### src/rtl/crono_pkg.sv
// Shared types and derived timing constants for the race sequencer.
package crono_pkg;

    typedef enum logic [1:0] {
        StIdle     = 2'd0,
        StRunning  = 2'd1,
        StFinished = 2'd2,
        StAborted  = 2'd3
    } estado_t;

    function automatic int unsigned ms_tick_clks(input int unsigned clk_freq_hz);
        return clk_freq_hz / 1000;
    endfunction

    function automatic int unsigned debounce_clks(input int unsigned clk_freq_hz,
                                                  input int unsigned debounce_ms);
        return clk_freq_hz / 1000 * debounce_ms;
    endfunction

endpackage

### src/rtl/antirrebote.sv
// Two-flop synchroniser, consecutive-mismatch debouncer and one-clock rising-edge pulse.
module antirrebote #(
    parameter int unsigned DEBOUNCE_CLKS = 250_000
) (
    input  logic clk,
    input  logic reset,
    input  logic entrada,
    output logic pulso
);

    localparam int unsigned CNT_W = (DEBOUNCE_CLKS > 1) ? $clog2(DEBOUNCE_CLKS) : 1;
    localparam logic [CNT_W-1:0] CNT_LAST = CNT_W'(DEBOUNCE_CLKS - 1);

    logic [1:0]       sync_q;
    logic             stable_q, stable_d;
    logic             prev_q;
    logic             pulso_q;
    logic [CNT_W-1:0] cnt_q, cnt_d;

    always_comb begin
        stable_d = stable_q;
        cnt_d    = '0;
        if (sync_q[1] != stable_q) begin
            if (cnt_q == CNT_LAST) begin
                stable_d = sync_q[1];
            end else begin
                cnt_d = cnt_q + 1'b1;
            end
        end
    end

    always_ff @(posedge clk or posedge reset) begin
        if (reset) begin
            sync_q   <= '0;
            stable_q <= 1'b0;
            cnt_q    <= '0;
            prev_q   <= 1'b0;
            pulso_q  <= 1'b0;
        end else begin
            sync_q   <= {sync_q[0], entrada};
            stable_q <= stable_d;
            cnt_q    <= cnt_d;
            prev_q   <= stable_q;
            pulso_q  <= stable_q & ~prev_q;
        end
    end

    assign pulso = pulso_q;

endmodule

### src/rtl/secuenciador_carrera.sv
// Race sequencer: debounced start/finish inputs, race FSM, ms timer and flag command.
// Optional timeout to ABORTED at MAX_RACE_MS is enabled by defining CRONO_TIMEOUT_EN.
module secuenciador_carrera
    import crono_pkg::*;
#(
    parameter int unsigned CLK_FREQ_HZ = 25_000_000,
    parameter int unsigned DEBOUNCE_MS = 10,
    parameter int unsigned MIN_LAP_MS  = 2000,
    parameter int unsigned MAX_RACE_MS = 600_000,
    parameter int unsigned TIME_BITS   = 20
) (
    input  logic                 clk,
    input  logic                 reset,
    input  logic                 btn_start,
    input  logic                 sensor_meta,
    output logic                 comando_banderin,
    output logic                 carrera_activa,
    output logic [TIME_BITS-1:0] tiempo_ms,
    output logic                 tiempo_valido,
    output logic                 fin_pulso,
    output logic [1:0]           estado
);

    localparam int unsigned MS_TICK_CLKS = ms_tick_clks(CLK_FREQ_HZ);
    localparam int unsigned DB_CLKS      = debounce_clks(CLK_FREQ_HZ, DEBOUNCE_MS);
    localparam int unsigned PRESC_W      = (MS_TICK_CLKS > 1) ? $clog2(MS_TICK_CLKS) : 1;

    localparam logic [PRESC_W-1:0]   PRESC_LAST = PRESC_W'(MS_TICK_CLKS - 1);
    localparam logic [TIME_BITS-1:0] MIN_LAP    = TIME_BITS'(MIN_LAP_MS);
    localparam logic [TIME_BITS-1:0] MAX_RACE   = TIME_BITS'(MAX_RACE_MS);
    localparam logic [TIME_BITS-1:0] TIEMPO_MAX = '1;

`ifdef CRONO_TIMEOUT_EN
    localparam bit TIMEOUT_EN = 1'b1;
`else
    localparam bit TIMEOUT_EN = 1'b0;
`endif

    logic start_pulse, sensor_pulse;

    antirrebote #(
        .DEBOUNCE_CLKS(DB_CLKS)
    ) u_db_start (
        .clk    (clk),
        .reset  (reset),
        .entrada(btn_start),
        .pulso  (start_pulse)
    );

    antirrebote #(
        .DEBOUNCE_CLKS(DB_CLKS)
    ) u_db_sensor (
        .clk    (clk),
        .reset  (reset),
        .entrada(sensor_meta),
        .pulso  (sensor_pulse)
    );

    estado_t              estado_q, estado_d;
    logic [PRESC_W-1:0]   presc_q, presc_d;
    logic [TIME_BITS-1:0] tiempo_q, tiempo_d;
    logic [TIME_BITS-1:0] tiempo_inc;
    logic                 ms_wrap, valid_hit, timeout_hit;
    logic                 flag_q, valido_q, fin_q;

    always_comb begin
        estado_d    = estado_q;
        presc_d     = presc_q;
        tiempo_d    = tiempo_q;
        ms_wrap     = (presc_q == PRESC_LAST);
        tiempo_inc  = (tiempo_q == TIEMPO_MAX) ? tiempo_q : tiempo_q + 1'b1;
        valid_hit   = sensor_pulse && (tiempo_q >= MIN_LAP);
        timeout_hit = TIMEOUT_EN && ms_wrap && (tiempo_inc == MAX_RACE);

        unique case (estado_q)
            StIdle: begin
                if (start_pulse) estado_d = StRunning;
            end
            StRunning: begin
                presc_d = ms_wrap ? '0 : presc_q + 1'b1;
                if (ms_wrap) tiempo_d = tiempo_inc;
                // Finish outranks both manual abort and timeout on the same edge.
                if (valid_hit) begin
                    estado_d = StFinished;
                end else if (start_pulse || timeout_hit) begin
                    estado_d = StAborted;
                end
            end
            StFinished, StAborted: begin
                if (start_pulse) estado_d = StRunning;
            end
            default: estado_d = StIdle;
        endcase

        if (estado_d == StRunning && estado_q != StRunning) begin
            presc_d  = '0;
            tiempo_d = '0;
        end
        if (estado_d != StRunning) presc_d = '0;
    end

    always_ff @(posedge clk or posedge reset) begin
        if (reset) begin
            estado_q <= StIdle;
            presc_q  <= '0;
            tiempo_q <= '0;
            flag_q   <= 1'b0;
            valido_q <= 1'b0;
            fin_q    <= 1'b0;
        end else begin
            estado_q <= estado_d;
            presc_q  <= presc_d;
            tiempo_q <= tiempo_d;
            flag_q   <= (estado_d == StRunning);
            valido_q <= (estado_d == StFinished);
            fin_q    <= (estado_d == StFinished) && (estado_q != StFinished);
        end
    end

    assign comando_banderin = flag_q;
    assign carrera_activa   = flag_q;
    assign tiempo_ms        = tiempo_q;
    assign tiempo_valido    = valido_q;
    assign fin_pulso        = fin_q;
    assign estado           = estado_q;

endmodule

### config.mk
export PLATFORM = sky130hd
export DESIGN_NAME = secuenciador_carrera
export DESIGN_NICKNAME = d
export VERILOG_FILES = /design/src/rtl/crono_pkg.sv /design/src/rtl/antirrebote.sv /design/src/rtl/secuenciador_carrera.sv
export SDC_FILE = /design/constraint.sdc
export NUM_CORES = 1
export LEC_CHECK = 0
export CORE_MARGIN = 2
export CORE_UTILIZATION = 40
export DETAILED_ROUTE_END_ITERATION = 6
export MAX_ROUTING_LAYER = met4
export SLEW_MARGIN = 15
export SYNTH_ARGS = -nofsm -noshare
export SYNTH_HDL_FRONTEND = slang
export SYNTH_SLANG_ARGS = --single-unit
### constraint.sdc
create_clock -name clk -period 3.3 [get_ports clk]
set_clock_uncertainty 0.1 [all_clocks]
set_input_delay 0.66 -clock clk [delete_from_list [all_inputs] [get_ports clk]]
set_output_delay 0.66 -clock clk [all_outputs]
set_load 0.02 [all_outputs]
[Word level (Yosys, flattened, before mapping)]
Index checks and enable logic that the tools add are counted.
Storage, ports and cells
  register bits: 86
  output and inout bits: 26
  word-level logic and storage cells: 67
Operators by class
  bitwise gates (word level): 4
  reductions and logical operators: 11
  mux-type cells: 16
  order comparisons: 1
  add/subtract/negate cells: 4
  equal/unequal tests: 15
Operator list (number)
  20-bit two-way mux: 4
  18-bit two-way mux: 4
  15-bit two-way mux: 4
  18-bit by 1-bit adder with 18-bit output, second input constant: 2
  18-bit equality test, second input constant: 2
  20-bit by 1-bit adder with 20-bit output, second input constant: 1
  20-bit equality test, second input constant: 1
  20-bit by 11-bit >= comparator with 1-bit output, second input constant: 1
  15-bit by 1-bit adder with 15-bit output, second input constant: 1
  15-bit equality test, second input constant: 1
  2-bit equality test, second input constant: 3
  2-bit two-way mux: 3
  2-bit by 1-bit != test with 1-bit output, second input constant: 3
  2-bit by 1-bit equality test with 1-bit output, second input constant: 2
  2-bit case mux with 2 select lines: 1
  2-bit AND reduction: 2
  2-bit nonzero test: 2
  1-bit logical AND: 3
  3-bit AND reduction: 1
  3-bit nonzero test: 1
  3-bit OR reduction: 1
  1-bit bitwise AND: 2
  2-bit zero test: 1
  1-bit != test: 2
  2 further kinds: 3

[Depth between registers and ports, before layout]
Gate-level depths: netlist (run 1).
  depth in word-level cells: 8
  mapped depth: 8
  depth with buffers taken out: 6

[Modules after synthesis]
Synthesis (run 1) repeated with hierarchy kept, for this count alone.
Second synthesis, totals
  cell total of the unflattened synthesis: 432
  area total of the unflattened synthesis: 4290.4 um2
Modules (own cells, without submodules)
  antirrebote: cells an instance 107, seq. area each 575.6 um2, instances 2, area each 1112.3 um2
  secuenciador_carrera: cells an instance 218, seq. area each 1001.0 um2, instances 1, area each 2065.7 um2

[Least setup slack after synthesis (run 1)]
Ideal clock, no wire load.
  path type: reg-to-reg
  start: reg presc_q[4]
  end: reg tiempo_q[8], in the netlist tiempo_ms[8]
  arrival time: 2.260 ns
  stages on the path, launching flop included: 8
  buffers on the path: 2
  clock period less this slack: 2.496 ns
  data required time: 3.064 ns
  path slack: 0.804 ns
  cell sequence: dfrtp_1 -> or4_1 -> or4_4 -> a211o_4 -> buf_6 -> buf_6 -> o31ai_1 -> a21oi_1
Between the ends
  longest elaborated chain between the ends: 3
Ends and longest elaborated chain
  from (decl): line secuenciador_carrera.sv:60  | logic [PRESC_W-1:0] presc_q, presc_d;
  from (signal assigned): line secuenciador_carrera.sv:112  | presc_q <= presc_d;
  15-bit equality test: line secuenciador_carrera.sv:70  | ms_wrap = (presc_q == PRESC_LAST);
  2-bit nonzero test (no source line)
  3-bit AND reduction (no source line)
  to (signal assigned): line secuenciador_carrera.sv:113  | tiempo_q <= tiempo_d;
  to (decl): line secuenciador_carrera.sv:61  | logic [TIME_BITS-1:0] tiempo_q, tiempo_d;
No other way between the ends.
A chain may end at the register's enable or synchronous reset.

[Final worst setup path (run 1)]
  start: reg presc_q[6]
  end: reg tiempo_q[8], in the netlist tiempo_ms[8]
Same word-level chain as after synthesis.

==> key figures, run 1 <==
Synthesis
  – EDFF count, synth: 0
  – Main combinational cell family by area after synthesis: simple AND/OR/NAND/NOR gates
  – Ys flop type: dfrtp_1
  – Synth Area per Inst: 10.1 um2
  – Seq/Total Area, Yosys: 53.1%
  – Complex-gate fraction of the synthesized area: 5.09%
  – Flops & latches, synth: 86
  – Mapped Area: 4060 um2
  – Xor and xnor area share after synthesis: 10.4%
  – Netlist cell types: 43
  – Asr flop ratio synth: 100%
  – Adder-Cell Fraction of Synth Area: 1.54%
  – Synth Area in Simple Gates: 26.2%
  – Synth warn: 0
  – Gate Count Post-Synth: 401
  – Synthesized net count: 410
  – Mux cell area share after synthesis: 1.79%

Min path
  – Worst hold path type: flop to flop

Routing
  – Drt initial violations: 107
  – Vias: 2935
  – Via-to-Cell Ratio: 5.15
  – Remaining DRCs: 0
  – Detail Route Antenna Nets: 0
  – First drt pass iteration count: 4
  – WL per Instance: 13.5 um
  – Routed WL: 7690 um

Pwr
  – PD cells: 381 nW/um2
  – Pint: 1.38 mW
  – Worst VDD drop: 0.000167 V
  – Flop pwr share: 60.3%
  – Leak: 1.96 nW
  – Sw Ratio: 21.9%
  – Clock power share: 37.3%
  – P_sw: 388 uW
  – Comb power frac: 2.4%

STA
  – Fmax: 375 MHz
  – Setup TNS: 0 ns
  – Setup Viol. Count Final: 0
  – Fin. max-slew vios: 0
  – Max transition margin: 60.9%
  – RSZ-0062 raised after global routing: no
  – Slew @ Worst Pin: 0.585 ns
  – Clock period minus worst slack: 2.66 ns
  – Fin crit share: 80.7%
  – Final Hold Violating Endpoints: 0

Worst setup path
  – Slowest CP cell: or4_4
  – CP dominant cell by count: or4_1
  – Bufs and invs on worst path: 0
  – Crit-path max FO: 25
  – CP Launch Type: flop
  – CP top delay family: simple AND/OR/NAND/NOR gates
  – Crit-path cells: or4_1 -> or4_4 -> a211o_4 -> or4_1 -> a21oi_1
  – Setup CP Type: flop to flop
  – CP peak stage delay: 0.53 ns
  – CP Capture Type: flop
  – Arrival time at the worst endpoint: 2.84 ns
  – Critical Path RT: 3.47 ns

Place
  – Placer Congestion: 0.785
  – DP Cell Count: 555
  – PortBufs: 29
  – Post-DP HPWL: 5150 um

Clock tree
  – Resize count post-CTS: 0
  – Max H-tree Level: 3
  – CTS Buf Count: 9
  – Reg clk slew, reported paths: 0.08 ns
  – Longest Clk Path Bufs: 2
  – Post-CTS setup buffers: 0
  – Clock latency on the worst-skew pair: 0.35 ns
  – CTS tree: done
  – Clk sinks: 86
  – Clock Tree Root: clkbuf_8
  – CTS Hold Bufs: 0

Floorplanning
  – Initial Util: 41.3%
  – Die footprint: 11000 um2
  – Ports: 30
  – Die Y: 105 um
  – Rows: 36
  – Chip Width: 105 um
  – Placeable core area: 9820 um2

GRT
  – First-pass GRT wire length: 13400 um
  – Total track usage: 15.4%
  – Vias in the first global route: 2785
  – GR Overflow Total: 0
  – Initial antenna violation count: 0
  – Largest net degree at the start of global routing: 65

Final layout
  – Share of layout cells above drive strength 1: 4.81%
  – Fin nets: 442
  – Finished Layout Cells: 570
  – Most frequent cells in the layout: 86 x dfrtp_1, 69 x nor2_1, 32 x nand2_1, 29 x clkdlybuf4s50_1, 28 x nand3_1
  – Area delta synth->final: 14.6%
  – Commonest non-fill, non-tap cell in the layout: dfrtp_1
  – Layout fillers: 987
  – N_diodes: 0

Flow run
  – Max_cap viols: 0

Outcome
  – Status: complete, no violations
## worst paths after layout
check,end,from,slack [ns],cells past startpoint
setup / recovery,tiempo_ms[8]$_DFFE_PP0P_,presc_q[6]$_DFFE_PP0P_,0.64,5
hold / removal,u_db_start.sync_q[1]$_DFF_PP0_,u_db_start.sync_q[0]$_DFF_PP0_,0.26,0
setup reg to reg,tiempo_ms[8]$_DFFE_PP0P_,presc_q[6]$_DFFE_PP0P_,0.64,5
hold reg to reg,u_db_start.sync_q[1]$_DFF_PP0_,u_db_start.sync_q[0]$_DFF_PP0_,0.26,0
max in group asynchronous,u_db_sensor.cnt_q[12]$_DFF_PP0_,reset,1.92,3
min in group asynchronous,u_db_start.cnt_q[4]$_DFF_PP0_,reset,0.52,2
## power groups by stage
stage / Sequential (mW) / Combinational, mW / Clock [mW]
detailed placement: 1.09 / 0.0452 / 0
finish: 1.07 / 0.0426 / 0.661
global route: 1.07 / 0.0514 / 0.732
global placement: 1.09 / 0.0448 / 0
floorplan: 1.09 / 0.0289 / 0
CTS: 1.07 / 0.0453 / 0.695
## sequential cells by signal (all words and copies together) (netlist names), 2 cells and up
name and count:
tiempo_ms 20, u_db_sensor.cnt_q 18, u_db_start.cnt_q 18, presc_q 15, estado 2, u_db_sensor.sync_q 2, u_db_start.sync_q 2
## per-layer routing
metal | routed length [um] | vias up | share of wire [%] | GRT usage [%]
met5 | 0 | - | 0 | -
met4 | 77 | 0 | 1.0 | 4.57
met3 | 278 | 6 | 3.6 | 3.81
met2 | 3470 | 43 | 45 | 23.2
met1 | 3860 | 1432 | 50 | 20.8
li1 | - | 1454 | - | -
## area by class of cell
class / instances / area, um2 / share of cell area [%]
clock buffer: 14 / 163 / 3.50
clock inverter: 1 / 5.00 / 0.108
multi-input combinational: 299 / 1830 / 39.3
inverter: 7 / 27.5 / 0.592
tap: 133 / 166 / 3.58
timing repair buffer: 30 / 310 / 6.67
sequential: 86 / 2150 / 46.3
## cells by family (layout without fill, tap and decap cells)
family          Yosys count  in the layout
mux                       7              7
compound gates           31             31
flops                    86             86
buf+inv                  16             52
xor+xnor                 48             48
fa+ha+maj                 5              5
simple gates            208            208
## stage by stage
| stage | area [um2] | setup slack, ns | utilization, % | power, mW | hold slack (ns) |
|---|---|---|---|---|---|
| after floorplan | 4060 | 0.318 | - | 1.12 | 0.231 |
| after global placement | 4480 | 0.705 | 45.6 | 1.13 | 0.237 |
| after detailed placement | 4480 | 0.653 | 45.6 | 1.13 | 0.243 |
| after CTS | 4650 | 0.643 | 47.3 | 1.81 | 0.260 |
| after global routing | 4650 | 0.570 | 47.3 | 1.85 | 0.279 |
| final | 4650 | 0.635 | 47.3 | 1.77 | 0.255 |
## cell usage after synthesis, types with 2 or more instances
cell | count | area share, %
nor2b_1 | 3 | 0.46
mux2_2 | 2 | 0.56
nor3_1 | 13 | 1.6
clkbuf_1 | 6 | 0.56
mux2i_1 | 5 | 1.2
and2_1 | 4 | 0.62
nand3b_1 | 2 | 0.37
nor2_1 | 69 | 6.4
and4_1 | 7 | 1.5
ha_1 | 5 | 1.5
o211ai_1 | 2 | 0.37
dfrtp_1 | 86 | 53
or4_1 | 4 | 0.74
or3_1 | 6 | 0.93
xor2_1 | 27 | 5.8
a31o_1 | 2 | 0.43
xnor2_1 | 21 | 4.5
inv_1 | 7 | 0.65
nand2b_1 | 4 | 0.62
nand3_1 | 28 | 3.5
a21oi_1 | 9 | 1.1
and3_1 | 11 | 1.7
nand2_1 | 32 | 3.0
nand4_1 | 12 | 1.9
o21ai_1 | 7 | 0.86
nor4_1 | 5 | 0.77
buf_6 | 2 | 0.56
o21a_1 | 4 | 0.74
nor4b_1 | 2 | 0.43
Power figures use the tool's default switching activity.
==> run 2: changes to the inputs <==
Clock period 3.3 ns to 2.7 ns, I/O delays scaled along.
==> key figures, run 2 (same netlist as run 1, synthesis figures left out) <==
Min path
  – WHS Path Cells: 0
  – Worst hold path type: flop to flop
  – Hold Path Origin: u_db_start.sync_q[0]$_DFF_PP0_
  – WHS Endpoint: u_db_start.sync_q[1]$_DFF_PP0_

Routing
  – Routed WL: 7660 um
  – WL per Instance: 13.4 um
  – Via-to-Cell Ratio: 5.17
  – Vias: 2960
  – Drt initial violations: 73
  – Remaining DRCs: 0
  – Detail Route Antenna Nets: 0
  – First drt pass iteration count: 4

STA
  – Final hold slack: 0.253 ns
  – RSZ-0062 raised after global routing: no
  – Setup Viol. Count Final: 0
  – Fin. max-slew vios: 0
  – Fmax: 389 MHz
  – Max transition margin: 61.7%
  – Final Hold Violating Endpoints: 0
  – Setup TNS: 0 ns
  – Setup ws final: 0.132 ns
  – Slew @ Worst Pin: 0.575 ns
  – Fin crit share: 95.1%
  – Clock period minus worst slack: 2.57 ns

Worst setup path
  – RR Endpoint: tiempo_ms[8]$_DFFE_PP0P_
  – Arrival time at the worst endpoint: 2.75 ns
  – Crit-path cells: or4_1 -> or4_4 -> a211o_4 -> or4_1 -> a21oi_1
  – Reg2Reg Setup Slack: 0.13 ns
  – Critical Path RT: 2.89 ns
  – CP Capture Type: flop
  – FF-to-FF path depth: 5
  – Setup CP Type: flop to flop
  – CP Launch Type: flop
  – CP peak stage delay: 0.54 ns
  – Crit Reg-Reg Startpoint: presc_q[6]$_DFFE_PP0P_
  – CP dominant cell by count: or4_1
  – Slowest CP cell: or4_4
  – Crit-path max FO: 13

GRT
  – Largest net degree at the start of global routing: 87
  – Vias in the first global route: 2767
  – Total track usage: 15.0%
  – First-pass GRT wire length: 13000 um
  – GR Overflow Total: 0
  – Initial antenna violation count: 0

Floorplanning
  – Die footprint: 11000 um2
  – Ports: 30
  – Rows: 36
  – Die Y: 105 um
  – Initial Util: 41.3%
  – Placeable core area: 9820 um2
  – Chip Width: 105 um

Final layout
  – Fin nets: 443
  – Multi-input logic area: 1840 um2
  – Register area: 2150 um2
  – Commonest non-fill, non-tap cell in the layout: dfrtp_1
  – Share of layout cells above drive strength 1: 5.92%
  – Area delta synth->final: 15.8%
  – Max reg flops: 20
  – Fin util: 47.8%
  – Fin area: 4700 um2
  – Most frequent cells in the layout: 86 x dfrtp_1, 69 x nor2_1, 32 x nand2_1, 29 x clkdlybuf4s50_1, 28 x nand3_1
  – Layout fillers: 947
  – N_diodes: 0
  – Finished Layout Cells: 572

Place
  – Placer Congestion: 0.810
  – Worst slack, placed: 0.0579 ns
  – PortBufs: 29
  – DP Cell Count: 555
  – Placed inst area: 4480 um2
  – Post-DP HPWL: 5020 um

Pwr
  – PD cells: 490 nW/um2
  – Leak: 1.98 nW
  – Flop pwr share: 56.7%
  – Comb power frac: 2.3%
  – Worst VDD drop: 0.000210 V
  – Sw Ratio: 23.8%
  – P_sw: 549 uW
  – Pwr Total: 2.30 mW
  – Clock power share: 41.0%
  – Pint: 1.75 mW

Clock tree
  – Post-CTS setup buffers: 0
  – Clock Tree Root: clkbuf_8
  – Clk sinks: 86
  – Resize count post-CTS: 0
  – CTS Buf Count: 9
  – Clock latency on the worst-skew pair: 0.36 ns
  – Longest Clk Path Bufs: 2
  – Max H-tree Level: 3
  – CTS Hold Bufs: 0
  – CTS tree: done
  – Reg clk slew, reported paths: 0.09 ns

Flow run
  – Max_cap viols: 0

Outcome
  – Status: complete, no violations
run 2: cell type report:
class / count / area share, %
clock inverters: 7 / 1.70
inverters: 7 / 0.639
repair buffers: 30 / 6.60
flip-flops and latches: 86 / 45.8
multi-input cells: 300 / 39.1
clock buffers: 9 / 2.64
well taps: 133 / 3.54
run 2: routing by layer:
metal | routed length (um) | part of all wire, % | global-route usage [%] | vias to the layer above
li1 | - | - | - | 1459
met2 | 3560 | 46 | 22.3 | 47
met4 | 137 | 1.8 | 6.95 | 0
met3 | 263 | 3.4 | 2.68 | 10
met1 | 3700 | 48 | 19.9 | 1444
met5 | 0 | 0 | - | -
run 2: power by group through the flow:
stage | logic, mW | registers (mW) | clock network [mW]
2_1_floorplan | 0.0357 | 1.33 | 0
3_3_place_gp | 0.0550 | 1.33 | 0
3_5_place_dp | 0.0563 | 1.33 | 0
4_1_cts | 0.0565 | 1.31 | 0.976
5_1_grt | 0.0626 | 1.31 | 1.03
6_report | 0.0532 | 1.31 | 0.945
run 2: worst max-delay path by stage:
stage                           startpoint                       end  slack, ns  cells after the start
floorplan           presc_q[4]$_DFFE_PP0P_  tiempo_ms[8]$_DFFE_PP0P_       0.20                      7
global placement    presc_q[6]$_DFFE_PP0P_  tiempo_ms[8]$_DFFE_PP0P_       0.11                      5
detailed placement  presc_q[6]$_DFFE_PP0P_  tiempo_ms[8]$_DFFE_PP0P_       0.06                      5
CTS                 presc_q[6]$_DFFE_PP0P_  tiempo_ms[8]$_DFFE_PP0P_       0.03                      5
global route        presc_q[6]$_DFFE_PP0P_  tiempo_ms[8]$_DFFE_PP0P_       0.04                      5
finish              presc_q[6]$_DFFE_PP0P_  tiempo_ms[8]$_DFFE_PP0P_       0.13                      5
run 2: worst max-delay path: cells and delay by family, from the launching register on:
family,cells,cell delay (ns)
AND/OR/NAND/NOR,3,1.45
AO/OA/AOI/OAI,2,0.50
flip-flops,1,0.43
==> run 3: changes to the inputs <==
Settings changed: CAP_MARGIN set to 25.
==> results of run 3 <==
Final layout, timing and power as in run 2 (identical DEF).
